**config.mk**
```make
export PLATFORM = sky130hd
export DESIGN_NAME = pipe_skid_stage
export DESIGN_NICKNAME = d
export VERILOG_FILES = /design/src/rtl/pipe_skid_stage.sv
export SDC_FILE = /design/constraint.sdc
export NUM_CORES = 1
export LEC_CHECK = 0
export BUFFER_PORTS_ARGS = -buffer_cell sky130_fd_sc_hd__buf_2
export CORE_MARGIN = 2
export CORE_UTILIZATION = 53
export DETAILED_ROUTE_END_ITERATION = 10
export PLACE_DENSITY_LB_ADDON = 0.3
export SYNTH_ARGS = -nofsm -noshare
export SYNTH_HDL_FRONTEND = slang
export SYNTH_SLANG_ARGS = --single-unit
export TNS_END_PERCENT = 50
```
**constraint.sdc**
```tcl
create_clock -name clk -period 2.8 [get_ports clk]
set_input_delay 0 -clock clk [delete_from_list [all_inputs] [get_ports clk]]
set_output_delay 0 -clock clk [all_outputs]
set_load 0.02 [all_outputs]
```
**src/rtl/pipe_skid_stage.sv**
```systemverilog
// Elastic valid/ready pipeline stage with a 2-entry skid buffer, flush,
// and saturating stall/drop counters for performance debug.
module pipe_skid_stage #(
    parameter int              DW          = 64,
    parameter logic [DW-1:0]   RST_PAYLOAD = '0,
    parameter int              CNT_W       = 16
) (
    input  logic             clk,
    input  logic             rst,
    input  logic             flush,
    input  logic             in_valid,
    output logic             in_ready,
    input  logic [DW-1:0]    in_data,
    output logic             out_valid,
    input  logic             out_ready,
    output logic [DW-1:0]    out_data,
    output logic [1:0]       occupancy,
    output logic [CNT_W-1:0] stall_cnt,
    output logic [CNT_W-1:0] drop_cnt
);

    // Encoding doubles as the occupancy count.
    typedef enum logic [1:0] {
        EMPTY = 2'd0,
        ONE   = 2'd1,
        FULL  = 2'd2
    } state_t;

    state_t            state_p0, state_nxt;
    logic [DW-1:0]     m_data_p0, s_data_p0;
    logic              m_load_in, m_load_s, s_load_in;
    logic              in_fire, out_fire;
    logic [CNT_W-1:0]  stall_cnt_p0, drop_cnt_p0;

    function automatic logic [CNT_W-1:0] sat_add(input logic [CNT_W-1:0] a,
                                                 input logic [1:0]       b);
        logic [CNT_W:0] sum;
        sum = {1'b0, a} + {{(CNT_W-1){1'b0}}, b};
        if (sum[CNT_W])
            return '1;
        return sum[CNT_W-1:0];
    endfunction

    assign in_ready  = (state_p0 != FULL);
    assign out_valid = (state_p0 != EMPTY);
    assign out_data  = m_data_p0;
    assign occupancy = state_p0;
    assign stall_cnt = stall_cnt_p0;
    assign drop_cnt  = drop_cnt_p0;

    assign in_fire  = in_valid && in_ready;
    assign out_fire = out_valid && out_ready;

    always_comb begin
        state_nxt = state_p0;
        m_load_in = 1'b0;
        m_load_s  = 1'b0;
        s_load_in = 1'b0;
        case (state_p0)
            EMPTY: begin
                if (in_fire) begin
                    state_nxt = ONE;
                    m_load_in = 1'b1;
                end
            end
            ONE: begin
                if (in_fire && out_fire) begin
                    m_load_in = 1'b1;
                end else if (in_fire) begin
                    state_nxt = FULL;
                    s_load_in = 1'b1;
                end else if (out_fire) begin
                    state_nxt = EMPTY;
                end
            end
            FULL: begin
                if (out_fire) begin
                    state_nxt = ONE;
                    m_load_s  = 1'b1;
                end
            end
            default: state_nxt = EMPTY;
        endcase
    end

    // Stage boundary: control state and counters.
    always_ff @(posedge clk) begin
        if (rst) begin
            state_p0     <= EMPTY;
            stall_cnt_p0 <= '0;
            drop_cnt_p0  <= '0;
        end else begin
            if (out_valid && !out_ready)
                stall_cnt_p0 <= sat_add(stall_cnt_p0, 2'd1);
            if (flush) begin
                state_p0    <= EMPTY;
                drop_cnt_p0 <= sat_add(drop_cnt_p0, occupancy);
            end else begin
                state_p0 <= state_nxt;
            end
        end
    end

    // Stage boundary: payload registers; M always holds the older entry.
    always_ff @(posedge clk) begin
        if (rst || flush) begin
            m_data_p0 <= RST_PAYLOAD;
            s_data_p0 <= RST_PAYLOAD;
        end else begin
            if (m_load_in)
                m_data_p0 <= in_data;
            else if (m_load_s)
                m_data_p0 <= s_data_p0;
            if (s_load_in)
                s_data_p0 <= in_data;
        end
    end

endmodule

```
* After elaboration in Yosys (flattened, before gate mapping)
Cells that the tools add are included.
** Word-level totals
- Flip-flop bits (word level) :: 162
- Output and inout bits :: 100
- Logic and storage cells :: 50
** Cells by class
- Add/sub/neg operators :: 2
- Eq/ne operators :: 7
- Multiplexer cells :: 25
- Reductions and logical operators :: 11
** Operators by type and width (number)
- 64-bit two-way mux :: 2
- 16-bit two-way mux :: 4
- 16-bit by 1-bit adder with 17-bit output, second input constant :: 1
- 16-bit by 2-bit adder with 17-bit output :: 1
- 1-bit two-way mux :: 12
- 2-bit two-way mux :: 5
- 2-bit != test, second input constant :: 4
- 2-bit one-hot mux with 3 select lines :: 1
- 1-bit logical AND :: 4
- 4-bit AND reduction :: 1
- 2-bit nonzero test :: 2
- 3-bit != test, second input constant :: 1
- 2-bit by 1-bit == test with 1-bit output, second input constant :: 1
- 2-bit == test, second input constant :: 1
- 2-bit zero test :: 1
- 1-bit one-hot mux with 2 select lines :: 1
- 2-bit OR reduction :: 1
- 1-bit zero test :: 1
- 1-bit logical OR :: 1

* Logic depth before layout (Yosys ltp)
- Depth in word-level cells :: 6
- Mapped depth :: 7
- Mapped depth without buffers :: 7

* Worst setup path before layout
Ideal clock, no wire load.
- Path kind :: flip-flop to flip-flop
- From :: register state_p0[0], in the netlist occupancy[0]
- To :: register drop_cnt_p0[12], in the netlist drop_cnt[12]
- Setup time :: 0.128 ns
- Arrival time :: 2.012 ns
- Setup slack :: 0.660 ns
- Stages on the path, launching flop included :: 8
- Period minus slack after synthesis :: 2.140 ns
- Cells stage by stage :: dfxtp_1 > ha_1 > inv_1 > fa_1 > nand2b_1 > nor4_1 > mux2i_1 > nor2_1
** On the way
- Word-level cells in the longest chain between the ends :: 5
** RTL lines
- start: declaration :: line 29 : state_t state_p0, state_nxt;
- start signal: assignment :: line 99 : state_p0 <= state_nxt;
- 16-bit by 2-bit adder with 17-bit output (*) :: line 38 : sum = {1'b0, a} + {{(CNT_W-1){1'b0}}, b};
- 1-bit two-way mux :: line 39 : if (sum[CNT_W])
- 1-bit two-way mux :: line 95 : if (flush) begin
- 1-bit two-way mux :: line 88 : if (rst) begin
- 16-bit two-way mux (*) :: line 41 : return sum[CNT_W-1:0];
- end signal: assignment :: line 97 : drop_cnt_p0 <= sat_add(drop_cnt_p0, occupancy);
- end: declaration :: line 33 : logic [CNT_W-1:0] stall_cnt_p0, drop_cnt_p0;
Every way passes the cells marked *; elsewhere a longest branch is shown, timed or not. The select of a mux whose other input is x is not followed.
A chain may end at the register's enable or synchronous reset.

* Worst setup path in the final report
- From :: register state_p0[0], in the netlist occupancy[0]
- To :: register drop_cnt_p0[0], in the netlist drop_cnt[0]
Same word-level chain as after synthesis.

==> results.json <==
{
  "hpwl_mm": 10.2,
  "worst-endpoint-required_ns": 3.14,
  "avgSynthCellArea_um2": 7.96,
  "peakVddDrop_mv": 0.379,
  "synth_top_area_share_pct": 48.4,
  "finalWirelength_mm": 18.3,
  "clk_pin_slew_ns": 0.06,
  "drc": 0,
  "stdcell_count": 1217,
  "crit_path_cell_trace": "ha_1 -> inv_1 -> fa_1 -> nor2_1 -> nand3_1 -> a21oi_1",
  "avgViaCountPerCell": 5.53,
  "fin_skew_ns": 0.00499,
  "finish.utilization_pct": 71.5,
  "max_stage_delay_ns": 0.56,
  "yosysSeqAreaShare_pct": 48.4,
  "place_congestion": 0.821,
  "critPathLaunchType": "flop",
  "clk_latency_ns": 0.42,
  "num_io_pins": 169,
  "drt_iter0_markers": 619,
  "rows": 41,
  "finalSetupViolCount": 0,
  "syn_nets": 914,
  "end_kind": "flop",
  "post-synth-top-count-cell": "nand2_1",
  "fin_crit_ns": 2.29,
  "slew_violations": 0,
  "synth_cells": 841,
  "synth_area_um2": 6690,
  "fill_cells": 976,
  "first_global_vias": 6276,
  "path_class": "flop to flop",
  "place_inst": 1121,
  "synth-edff-count": 0,
  "grt_max_degree": 131,
  "ant_nets": 0,
  "ys.flop_type": "dfxtp_1",
  "grt_pass1_wl_mm": 29.2,
  "tns_ns": 0,
  "holdPathStages": 4,
  "hold_viol": 0,
  "antenna_found_initial": 1,
  "cts_buffer_depth": 2,
  "reg2reg_from": "occupancy[0]$_SDFFE_PP0P_",
  "ff2ff_path_depth": 6,
  "min_to": "occupancy[0]$_SDFFE_PP0P_",
  "power.density_nw_per_um2": 607,
  "yosys-top-cells-count": "nand2_1, dfxtp_1, a21oi_1, nand3_1, nor2_1",
  "htreeDepth": 4,
  "fp.dieW_um": 116,
  "p_leak_nw": 3.38,
  "status": "complete, no violations",
  "start_util_pct": 53.7,
  "yosysWarnings": 0,
  "tightest_slew_ns": 0.775,
  "synthTopCellsByArea": "dfxtp_1, nand2_1, a311oi_1",
  "maxCapViolations": 0,
  "hold_start": "in_valid",
  "cts_tree": "yes",
  "overflow": 0,
  "reg2reg_to": "drop_cnt[0]$_SDFFE_PP0P_",
  "slowest_stage": "dfxtp_1",
  "cts_resized": 0,
  "nets": 1105,
  "fmax_mhz": 437,
  "reg2reg_slack_ns": 0.51,
  "layout-drive-gt1-share_pct": 21.1,
  "hold_class": "primary input to flop",
  "cts_buffers": 17,
  "dieHeight_um": 116,
  "cts-root-buf": "clkbuf_16",
  "synth_largest_area_cell": "dfxtp_1",
  "wire_per_inst_um": 15.0,
  "cts_sinks": 162,
  "portBuffers": 168,
  "synth-seq-cells": 162,
  "arrival_ns": 2.63,
  "area_growth_pct": 33.2,
  "path_max_fanout": 10,
  "fin_crit_sh_pct": 81.8,
  "rsz0062_at_grt": "no",
  "num_vias": 6725,
  "core_um2": 12500,
  "relSlewSlack_pct": 48.3,
  "die_area_um2": 13500,
  "track_usage_pct": 26.9,
  "fin_hold_ws_ns": 0.0536,
  "async_flop_share_pct": 0,
  "power_mw": 5.41,
  "ys_types": 40,
  "drt_first_pass_iters": 5
}
## report_power, final
group	switching, mW	total [mW]	internal, mW
clock network	0.912	2.56	1.64
logic	0.280	0.470	0.190
registers	0.0300	2.39	2.36
total	1.22	5.41	4.19
## worst max path at each step
stage                     cells after the start                      start                   endpoint  slack [ns]
after global routing                          6  occupancy[0]$_SDFFE_PP0P_   drop_cnt[0]$_SDFFE_PP0P_        0.31
after floorplan                               7  occupancy[0]$_SDFFE_PP0P_  drop_cnt[12]$_SDFFE_PP0P_        0.66
final                                         6  occupancy[0]$_SDFFE_PP0P_   drop_cnt[0]$_SDFFE_PP0P_        0.51
after global placement                        7  occupancy[0]$_SDFFE_PP0P_  drop_cnt[12]$_SDFFE_PP0P_        0.61
after CTS                                     7  occupancy[0]$_SDFFE_PP0P_  drop_cnt[12]$_SDFFE_PP0P_        0.52
after detailed placement                      7  occupancy[0]$_SDFFE_PP0P_  drop_cnt[12]$_SDFFE_PP0P_        0.56
## layout make-up
type	instances	area (µm²)	area share, %
Clock inverter	10	180	2.02
Antenna cell	1	2.50	0.0281
Multi-Input combinational cell	600	3170	35.5
Clock buffer	21	470	5.27
Timing Repair Buffer	242	1610	18.0
Tap cell	172	215	2.41
Inverter	9	33.8	0.379
Sequential cell	162	3240	36.4
## placed cells by master, fill, tap and decap left out, drive strengths merged, types with 3 or more instances in the layout
cell         Yosys  layout
ha               3       3
nor4             6       6
a21oi           87      87
xnor2           13      13
nand4            7       7
bufinv           0       5
clkinv           0       3
nor2            70      70
nor3             7       7
a311oi          65      65
o31ai            3       3
xor2             3       3
a31oi           11      11
inv              9       9
clkbuf          54      21
nand3           73      73
nand2          209     209
nand2b           4       4
or3              6       6
dfxtp          162     162
buf             16     178
or4              4       4
o21ai            7       7
nor2b            4       4
dlygate4sd3      0      64
## worst max-delay path: cells and delay by family (launching register included)
| kind | cells | cell delay [ns] |
|---|---|---|
| compound gates | 1 | 0.26 |
| fa+ha+maj | 2 | 0.68 |
| simple gates | 2 | 0.65 |
| buf+inv | 1 | 0.06 |
| flops | 1 | 0.56 |
## cells by family after synthesis
family                   share of synthesized area, %
AO/OA/AOI/OAI                                    17.9
XOR/XNOR                                         2.09
adder cells (fa/ha/maj)                         0.860
buffers and inverters                            4.69
flip-flops                                       48.4
multiplexers                                    0.299
AND/OR/NAND/NOR                                  25.8
## sequential cells by signal, indices dropped and copies added, names as in the netlist
register   cells
drop_cnt      16
occupancy      2
out_data      64
s_data_p0     64
stall_cnt     16
## stage by stage
stage          cell area [µm²]  setup slack, ns
6_report                  8920            0.510
5_1_grt                   8920            0.306
4_1_cts                   8920            0.525
3_5_place_dp              7620            0.558
3_3_place_gp              7620            0.611
2_1_floorplan             6690            0.660
## what timing repair did
action	in CTS	in global routing
endpoints found under the hold margin	128	0
setup buffers	0	0
hold buffers	64	0
## layer usage
layer,GRT usage (%),wire [µm]
met1,34.0,8000
met2,44.5,8880
met3,5.35,1000
met4,12.3,426
met5,0,0
Power figures use the tool's default switching activity.
